File: src/rtl/multi_demode_ctrl.sv
// multi_demode_ctrl
//   Demodulator mode controller. Accepts a carrier/mode config word over a valid/ready
//   handshake, then retunes the IQ front end in three phases: blank the output, issue a
//   one-cycle retune pulse, and discard settling samples. It drives the am/fm/pm stage
//   enables, the FM shift amount and the slicer thresholds, and selects one of NUM_MODES
//   concatenated demod channels onto the output. The output is zero with valid low during
//   every mode transition.
//
// Ports
//   sys_clk, sys_rst                 clock, synchronous active-high reset
//   cfg_valid/cfg_ready              config handshake; ready only in IDLE and RUN
//   cfg_freq/cfg_type/cfg_modu       carrier increment, mode code (1..NUM_MODES), shift nibbles
//   iq_phase_increment(_valid)       retune word and its one-cycle strobe
//   iq_valid                         front end sample strobe
//   am_en/fm_en/pm_en                demod stage enables (at most one high)
//   shift_num                        FM scale
//   up_judge_thre/low_judge_thre     slicer thresholds
//   ch_data                          channel k (type k+1) at [k*DW +: DW]
//   demode_data_out/demode_valid     selected sample and strobe (RUN only)
//   state_o                          current FSM state

module multi_demode_ctrl #(
    parameter int unsigned DW         = 14,
    parameter int unsigned NUM_MODES  = 5,
    parameter int unsigned SHIFT_W    = 4,
    parameter int unsigned SHIFT_INIT = 0,
    parameter int unsigned BLANK_CYC  = 16,
    parameter int unsigned SETTLE_CNT = 64,
    parameter int          ASK_UP     = 100,
    parameter int          ASK_LO     = 100,
    parameter int          FSK_UP     = 0,
    parameter int          FSK_LO     = -100,
    parameter int          PSK_UP     = 50,
    parameter int          PSK_LO     = 100
) (
    input  logic                    sys_clk,
    input  logic                    sys_rst,
    input  logic                    cfg_valid,
    output logic                    cfg_ready,
    input  logic [31:0]             cfg_freq,
    input  logic [7:0]              cfg_type,
    input  logic [7:0]              cfg_modu,
    output logic [31:0]             iq_phase_increment,
    output logic                    iq_phase_increment_valid,
    input  logic                    iq_valid,
    output logic                    am_en,
    output logic                    fm_en,
    output logic                    pm_en,
    output logic [SHIFT_W-1:0]      shift_num,
    output logic [DW-1:0]           up_judge_thre,
    output logic [DW-1:0]           low_judge_thre,
    input  logic [NUM_MODES*DW-1:0] ch_data,
    output logic [DW-1:0]           demode_data_out,
    output logic                    demode_valid,
    output logic [2:0]              state_o
);

    typedef enum logic [2:0] {
        StIdle   = 3'd0,
        StBlank  = 3'd1,
        StRetune = 3'd2,
        StSettle = 3'd3,
        StRun    = 3'd4
    } state_e;

    localparam int unsigned BlankW  = $clog2(BLANK_CYC + 1);
    localparam int unsigned SettleW = $clog2(SETTLE_CNT + 1);
    localparam int unsigned SumW    = SHIFT_W + 2;

    localparam logic [BlankW-1:0]  BlankLast  = BlankW'(BLANK_CYC - 1);
    localparam logic [SettleW-1:0] SettleLast = SettleW'(SETTLE_CNT - 1);
    localparam logic [7:0]         NumModesB  = 8'(NUM_MODES);
    localparam logic [SumW-1:0]    ShiftMax   = SumW'((1 << SHIFT_W) - 1);

    localparam logic [DW-1:0] AskUpV = DW'(ASK_UP);
    localparam logic [DW-1:0] AskLoV = DW'(ASK_LO);
    localparam logic [DW-1:0] FskUpV = DW'(FSK_UP);
    localparam logic [DW-1:0] FskLoV = DW'(FSK_LO);
    localparam logic [DW-1:0] PskUpV = DW'(PSK_UP);
    localparam logic [DW-1:0] PskLoV = DW'(PSK_LO);

    state_e              state_q, state_d;
    logic [BlankW-1:0]   blank_cnt_q;
    logic [SettleW-1:0]  settle_cnt_q;
    logic [31:0]         freq_q;
    logic [7:0]          type_q;
    logic [7:0]          modu_q;

    logic [31:0]         inc_q, inc_d;
    logic                inc_vld_q, inc_vld_d;
    logic                am_q, am_d, fm_q, fm_d, pm_q, pm_d;
    logic [SHIFT_W-1:0]  shift_q, shift_d;
    logic [DW-1:0]       up_q, up_d, low_q, low_d;
    logic [DW-1:0]       data_q, data_d;
    logic                dvld_q, dvld_d;

    logic                accept;
    logic                cfg_type_ok;
    logic [SumW-1:0]     shift_sum;
    logic [SHIFT_W-1:0]  shift_sat;
    logic [DW-1:0]       ch_sel;

    assign cfg_ready   = (state_q == StIdle) || (state_q == StRun);
    assign accept      = cfg_valid && cfg_ready;
    assign cfg_type_ok = (cfg_type != 8'd0) && (cfg_type <= NumModesB);

    // Summed with two bits of headroom so the saturation test sees the true total.
    assign shift_sum = SumW'(SHIFT_INIT) + SumW'(modu_q[7:4]) + SumW'(modu_q[3:0]);
    assign shift_sat = (shift_sum > ShiftMax) ? ShiftMax[SHIFT_W-1:0] : shift_sum[SHIFT_W-1:0];

    always_comb begin
        ch_sel = '0;
        for (int k = 0; k < NUM_MODES; k++) begin
            if (type_q == 8'(k + 1)) ch_sel = ch_data[k*DW +: DW];
        end
    end

    // State register
    always_ff @(posedge sys_clk) begin
        if (sys_rst) state_q <= StIdle;
        else         state_q <= state_d;
    end

    // Next-state logic
    always_comb begin
        state_d = state_q;
        case (state_q)
            StIdle, StRun: begin
                // Invalid codes are accepted but never leave IDLE.
                if (accept) state_d = cfg_type_ok ? StBlank : StIdle;
            end
            StBlank:  if (blank_cnt_q == BlankLast) state_d = StRetune;
            StRetune: state_d = StSettle;
            StSettle: if (iq_valid && (settle_cnt_q == SettleLast)) state_d = StRun;
            default:  state_d = StIdle;
        endcase
    end

    // Output next-values; outputs are registered below.
    always_comb begin
        inc_d     = inc_q;
        inc_vld_d = 1'b0;
        am_d      = am_q;
        fm_d      = fm_q;
        pm_d      = pm_q;
        shift_d   = shift_q;
        up_d      = up_q;
        low_d     = low_q;
        data_d    = '0;
        dvld_d    = 1'b0;

        if (state_q == StRetune) begin
            inc_d     = freq_q;
            inc_vld_d = 1'b1;
            shift_d   = shift_sat;
            am_d      = (type_q == 8'd1) || (type_q == 8'd2);
            fm_d      = (type_q == 8'd3) || (type_q == 8'd4);
            pm_d      = (type_q == 8'd5);
            case (type_q)
                8'd2:    begin up_d = AskUpV; low_d = AskLoV; end
                8'd4:    begin up_d = FskUpV; low_d = FskLoV; end
                8'd5:    begin up_d = PskUpV; low_d = PskLoV; end
                default: begin up_d = '0;     low_d = '0;     end
            endcase
        end

        if (state_q == StRun) begin
            data_d = ch_sel;
            dvld_d = iq_valid;
        end

        if (accept) begin
            am_d   = 1'b0;
            fm_d   = 1'b0;
            pm_d   = 1'b0;
            data_d = '0;
            dvld_d = 1'b0;
            if (!cfg_type_ok) begin
                shift_d = '0;
                up_d    = '0;
                low_d   = '0;
            end
        end
    end

    always_ff @(posedge sys_clk) begin
        if (sys_rst) begin
            blank_cnt_q  <= '0;
            settle_cnt_q <= '0;
            freq_q       <= '0;
            type_q       <= '0;
            modu_q       <= '0;
            inc_q        <= '0;
            inc_vld_q    <= 1'b0;
            am_q         <= 1'b0;
            fm_q         <= 1'b0;
            pm_q         <= 1'b0;
            shift_q      <= '0;
            up_q         <= '0;
            low_q        <= '0;
            data_q       <= '0;
            dvld_q       <= 1'b0;
        end else begin
            blank_cnt_q  <= (state_q == StBlank) ? blank_cnt_q + 1'b1 : '0;
            if (state_q != StSettle) settle_cnt_q <= '0;
            else if (iq_valid)       settle_cnt_q <= settle_cnt_q + 1'b1;
            if (accept) begin
                freq_q <= cfg_freq;
                type_q <= cfg_type;
                modu_q <= cfg_modu;
            end
            inc_q     <= inc_d;
            inc_vld_q <= inc_vld_d;
            am_q      <= am_d;
            fm_q      <= fm_d;
            pm_q      <= pm_d;
            shift_q   <= shift_d;
            up_q      <= up_d;
            low_q     <= low_d;
            data_q    <= data_d;
            dvld_q    <= dvld_d;
        end
    end

    assign iq_phase_increment       = inc_q;
    assign iq_phase_increment_valid = inc_vld_q;
    assign am_en                    = am_q;
    assign fm_en                    = fm_q;
    assign pm_en                    = pm_q;
    assign shift_num                = shift_q;
    assign up_judge_thre            = up_q;
    assign low_judge_thre           = low_q;
    assign demode_data_out          = data_q;
    assign demode_valid             = dvld_q;
    assign state_o                  = state_q;

endmodule

File: config.mk
export PLATFORM = sky130hd
export DESIGN_NAME = multi_demode_ctrl
export DESIGN_NICKNAME = d
export VERILOG_FILES = /design/src/rtl/multi_demode_ctrl.sv
export SDC_FILE = /design/constraint.sdc
export NUM_CORES = 1
export LEC_CHECK = 0
export ABC_CLOCK_PERIOD_IN_PS = 1550
export CAP_MARGIN = 20
export CORE_MARGIN = 1.5
export CORE_UTILIZATION = 35
export CTS_CLUSTER_SIZE = 28
export DETAILED_ROUTE_END_ITERATION = 12
export PLACE_DENSITY = 0.68
export REMOVE_ABC_BUFFERS = 1
export SYNTH_ARGS = -nofsm -noshare
export SYNTH_HDL_FRONTEND = slang
export SYNTH_SLANG_ARGS = --single-unit
File: constraint.sdc
create_clock -name sys_clk -period 1.55 [get_ports sys_clk]
set_input_delay 0.155 -clock sys_clk [delete_from_list [all_inputs] [get_ports sys_clk]]
set_output_delay 0.155 -clock sys_clk [all_outputs]
set_load 0.02 [all_outputs]
# ---- Word-level counts from Yosys, hierarchy flattened
# Cells that the tools add are included.
dict set report word_totals {
  regBits 146
  output_inout_bits 87
}
dict set report classes {
  add_sub_neg 3
  magnitude_cmp 2
  n_eq_ne 15
  muxes 23
  bitwise_logic 2
  reduce_logical 15
}
# op n
set op_table {}
lappend op_table {{$mux W14} 11}
lappend op_table {{$pmux W14 S2} 1}
lappend op_table {{$eq A8 B2 Y1 const B} 2}
lappend op_table {{$eq A8 B3 Y1 const B} 2}
lappend op_table {{$mux W4} 4}
lappend op_table {{$pmux W7 S2} 1}
lappend op_table {{$pmux W3 S4} 1}
lappend op_table {{$reduce_or A2 Y1} 5}
lappend op_table {{$mux W3} 3}
lappend op_table {{$eq A8 B1 Y1 const B} 1}
lappend op_table {{$le A8 B3 Y1 const B} 1}
lappend op_table {{$reduce_bool A8 Y1} 1}
lappend op_table {{$add A7 B1 Y7 const B} 1}
lappend op_table {{$eq A7 B6 Y1 const B} 1}
lappend op_table {{$eq A3 B2 Y1 const B} 2}
lappend op_table {{$ne A2 B2 Y1 const B} 3}
lappend op_table {{$add A4 B4 Y5} 1}
lappend op_table {{$add A5 B1 Y5 const B} 1}
lappend op_table {{$eq A5 B4 Y1 const B} 1}
lappend op_table {{$gt A5 B4 Y1 const B} 1}
lappend op_table {{$eq A3 B1 Y1 const B} 1}
lappend op_table {{$eq A3 B3 Y1 const B} 1}
lappend op_table {{$logic_and A1 B1 Y1} 3}
lappend op_table {{$logic_not A3 Y1} 1}
lappend op_table {{6 further kinds} 10}

# ---- Logic depth before layout (Yosys ltp)
dict set report depth {
  ltp_word 6
  ltp_mapped 7
  ltp_nobuf 7
}

# ---- Worst setup path after synthesis
# Ideal clock, no wire load.
dict set report synth_path {
  path_type {register to register}
  from {reg state_q[0], in the netlist state_o[0]}
  to {reg freq_q[22]}
  setup_time_ns 0.070
  arrival_time_ns 1.753
  slack_ns -0.273
  path_stages_with_launch 8
  path_buffers 3
  period_less_slack_ns 1.823
  cell_sequence {dfxtp_1 > buf_2 > nor2_1 > and2_1 > clkbuf_1 > clkbuf_1 > nand2_1 > a21oi_1}
}
dict set report synth_between {
  elab_chain_len 3
}
# item line
set synth_lines {}
lappend synth_lines {{start: declaration} 82} ;# state_e state_q, state_d;
lappend synth_lines {{start signal: assignment} 120} ;# if (sys_rst) state_q <= StIdle;
lappend synth_lines {{start signal: assignment} 121} ;# else state_q <= state_d;
lappend synth_lines {{$eq A3 B3 Y1 or $logic_not A3 Y1 (tied branches)} 103} ;# assign cfg_ready = (state_q == StIdle) || (state_q == StRun);
lappend synth_lines {{$logic_or A1 B1 Y1 (*)} 103}
lappend synth_lines {{named net cfg_ready} 39} ;# output logic cfg_ready,
lappend synth_lines {{$logic_and A1 B1 Y1 (*)} 104} ;# assign accept = cfg_valid && cfg_ready;
lappend synth_lines {{end signal: assignment} 208} ;# freq_q <= cfg_freq;
lappend synth_lines {{end: declaration} 85} ;# logic [31:0] freq_q;
# The timed path passes the listed nets; every way through them passes the cells marked *.
# A chain may end at the register's enable or synchronous reset.

# ---- Final worst setup path
dict set report layout_path {
  from {reg type_q[3]}
  to {reg low_q[2], in the netlist low_judge_thre[2]}
}
dict set report layout_between {
  elab_chain_len 6
}
# item line
set layout_lines {}
lappend layout_lines {{start: declaration} 86} ;# logic [7:0] type_q;
lappend layout_lines {{start signal: assignment} 209} ;# type_q <= cfg_type;
lappend layout_lines {{$eq A8 B2 Y1 or $eq A8 B3 Y1 (tied branches)} 159} ;# case (type_q)
lappend layout_lines {{$reduce_or A2 Y1 (no line)} -}
lappend layout_lines {{$pmux W14 S2 (*)} 159}
lappend layout_lines {{$mux W14 (*)} 152} ;# if (state_q == StRetune) begin
lappend layout_lines {{$mux W14} 178} ;# if (!cfg_type_ok) begin
lappend layout_lines {{$mux W14 (*)} 172} ;# if (accept) begin
lappend layout_lines {{end signal: assignment} 219} ;# low_q <= low_d;
lappend layout_lines {{end: declaration} 93} ;# logic [DW-1:0] up_q, up_d, low_q, low_d;
# Every way passes the cells marked *; elsewhere a longest branch is shown, timed or not.

==> flow_metrics.py <==
metrics = {
    "outcome": {
        "status": "finished, violations left",
        "failed_checks": "negative setup slack",
    },
    "min_path": {
        "min_path_type": "in -> reg",
        "holdPathStages": 3,
        "worstHoldStart": "sys_rst",
        "min_to": "type_q[1]",
    },
    "layout": {
        "drive_gt1_share_pct": 17.4,
        "nNetsFinal": 1023,
        "n_fill_cell": 1434,
        "antenna_cells": 0,
        "syn2layout_area_growth_pct": 63.8,
    },
    "drt": {
        "wire_per_inst_um": 14.3,
        "avgViaCountPerCell": 4.79,
        "drt_iter0_markers": 325,
        "firstDrtPassIters": 5,
        "drc": 0,
        "vias": 5375,
        "drt_wl_total_um": 16100,
        "final_antenna_net_count": 0,
    },
    "floorplanning": {
        "num_io_pins": 209,
        "fp-row-count": 46,
        "dieArea_um2": 16800,
        "die_y_um": 130,
        "start_util_pct": 35.6,
        "core-area_um2": 15800,
        "die_x_um": 130,
    },
    "grt": {
        "grt_overflow": 0,
        "antenna_found_initial": 0,
        "grt_pass1_vias": 4948,
        "grt_max_degree": 59,
        "gr-usage-all-layers_pct": 18.8,
        "grt_pass1_wl_um": 24600,
    },
    "synth": {
        "seq_area_frac_synth_pct": 52.0,
        "ys_top_cells_by_area": "dfxtp_1 52%, nand2_1 13%, a21oi_1 8.8%",
        "synth.top_cells.by_count": "196 x nand2_1, 146 x dfxtp_1, 99 x a21oi_1, 43 x nor2_1, 30 x clkbuf_1",
        "yosysTopAreaCell": "dfxtp_1",
        "ys_ff_latch": 146,
        "synthArstFlopShare_pct": 0,
        "synthFlopType": "dfxtp_1",
        "netlist_area_um2": 5620,
        "syn_inst": 657,
        "avgSynthCellArea_um2": 8.55,
        "synth_cell_type_count": 47,
        "synth_most_common_cell": "nand2_1",
        "synth_top_area_share_pct": 52.0,
        "synth_warnings": 0,
        "synth_edf_count": 0,
    },
    "placement": {
        "hpwlAfterDp_um": 10900,
        "io_buffers": 208,
        "routabilityCongestion": 0.790,
        "post-place-ws_ps": -482,
    },
    "setup_path": {
        "reg2reg_slack_ps": -40,
        "required_ps": 1900,
        "worst-setup-path-type": "reg -> reg",
        "crit_family": "simple AND/OR/NAND/NOR gates",
        "arrival_ps": 1940,
        "rr_endpoint": "low_judge_thre[2]",
        "ff2ff_path_depth": 6,
        "crit_path_start_kind": "flop",
        "cp_cell_sequence": "or4_4 -> nor2_4 -> buf_6 -> buf_4 -> o211ai_1 -> a21oi_2",
        "cp-end-kind": "flop",
        "cp_max_fo": 6,
        "slowest_stage": "or4_4",
        "crit_start": "type_q[3]",
        "worst_path_largest_cell_delay_ps": 550,
        "path_depth": 6,
        "critical_path_buf_inv_count": 2,
        "timing.rr.start": "type_q[3]",
    },
    "pwr": {
        "p_leak_uw": 0.00402,
        "peakVddDrop_uv": 755,
        "power_density_nw_per_um2": 998,
    },
    "sta": {
        "skew_ps": 8.76,
        "hold_ws_ps": 130,
        "setup_violations": 23,
        "tightestPinTransition_ps": 601,
        "finalMaxSlewViolations": 0,
        "post-route-period-util_pct": 103,
        "fmax_mhz": 628,
        "finalHoldViolCount": 0,
        "fin_ws_ps": -42.6,
        "rsz0062_at_grt": "true",
        "relSlewSlack_pct": 59.8,
        "min_period_ps": 1590,
    },
    "clock_tree": {
        "clk_latency_ps": 420,
        "numCtsBuffers": 17,
        "root_buffer": "clkbuf_16",
        "cts.htree.levels": 4,
        "cts_tree": "built",
        "cts.path.max_buffers": 2,
        "cts.clk_slew.worst_paths_ps": 60,
        "cts_sinks": 146,
    },
    "flow_run": {
        "cap_violations": 0,
    },
}
==> state kept, by name (all words and copies together) (netlist names), 3 cells and up <==
signal              flops
freq_q                 32
modu_q                  8
settle_cnt_q            7
demode_data_out        14
blank_cnt_q             5
low_judge_thre         14
up_judge_thre          14
shift_num               4
state_o                 3
type_q                  8
iq_phase_increment     32
==> worst min-delay path: cells and delay by family <==
family | cells | cell delay (ps)
AO/OA/AOI/OAI | 1 | 40
buffers and inverters | 2 | 300
==> area by class of cell <==
type                    instances  area (um^2)  share of cell area (%)
clock buffers                  21          460                    5.00
repair buffers                264         2740                    29.8
clock inverters                11          116                    1.26
inverters                       9         33.8                   0.367
well taps                     216          270                    2.94
multi-input cells             455         2640                    28.7
flip-flops and latches        146         2940                    31.9
==> power breakdown <==
| group | internal [uW] | switching, uW |
|---|---|---|
| logic | 675 | 599 |
| clock network | 2340 | 1640 |
| registers | 3870 | 70.5 |
| total | 6880 | 2310 |
==> metal layers <==
layer | part of all wire (%) | up-vias | track usage [%] | routed length (um)
li1 | - | 2715 | - | -
met1 | 43 | 2472 | 23.6 | 6970
met2 | 48 | 165 | 30.8 | 7780
met3 | 6.3 | 23 | 4.72 | 1020
met4 | 1.9 | 0 | 7.71 | 306
met5 | 0 | - | 0 | 0
==> how the worst max path moves through the flow <==
stage                          end  slack (ps)
5_1_grt        demode_data_out[10]         -90
4_1_cts                      pm_en         -60
6_report         low_judge_thre[2]         -40
2_1_floorplan   low_judge_thre[10]       -1140
3_5_place_dp     low_judge_thre[4]        -480
3_3_place_gp      up_judge_thre[5]        -440
==> timing repair <==
action,4_1_cts,5_1_grt
hold buffers,0,0
pin swaps,12,26
resized for setup,47,83
gates cloned,1,2
setup buffers,4,2
endpoints found under the setup margin,69,118
==> cell families (layout without fill, tap and decap cells) <==
logic type	Yosys count	after routing	share of synthesized area (%)
XOR/XNOR	10	10	1.56
adder cells (fa/ha/maj)	8	8	1.91
AO/OA/AOI/OAI	147	147	16.8
multiplexers	15	15	2.96
AND/OR/NAND/NOR	275	275	20.3
buffers and inverters	56	305	4.41
flip-flops	146	146	52.0
==> placed cells by master (no fill, tap or decap), types with 3 or more instances in the layout <==
cell type / n
clkdlybuf4s50_1: 151
a211oi_2: 4
dlymetal6s2s_1: 34
nor2_2: 7
dfxtp_1: 138
nand2_1: 195
nor2_1: 35
inv_6: 7
a21oi_1: 88
a22o_1: 13
buf_6: 12
ha_1: 4
buf_12: 9
inv_1: 7
nand4_1: 3
xor2_1: 7
a21oi_2: 12
o211ai_1: 3
mux2_2: 12
buf_4: 33
a222oi_1: 14
nor2b_1: 3
a211oi_1: 3
xnor2_1: 3
dfxtp_2: 6
clkbuf_16: 19
nand3_1: 4
dlygate4sd2_1: 21
==> per-stage QoR <==
stage | utilization, % | TNS [ps] | instances | power [uW] | instance area, um^2
after detailed placement | 52.1 | -17330 | 1081 | 5220 | 8220
after global placement | 52.1 | -15700 | 1081 | 5210 | 8220
after floorplan | - | -91110 | 610 | 4490 | 5410
after global routing | 58.4 | -2500 | 1122 | 9570 | 9200
final | 58.4 | -403 | 1122 | 9190 | 9200
after CTS | 56.5 | -818 | 1118 | 9220 | 8900
Note: power is estimated with default switching activity, not from simulation.
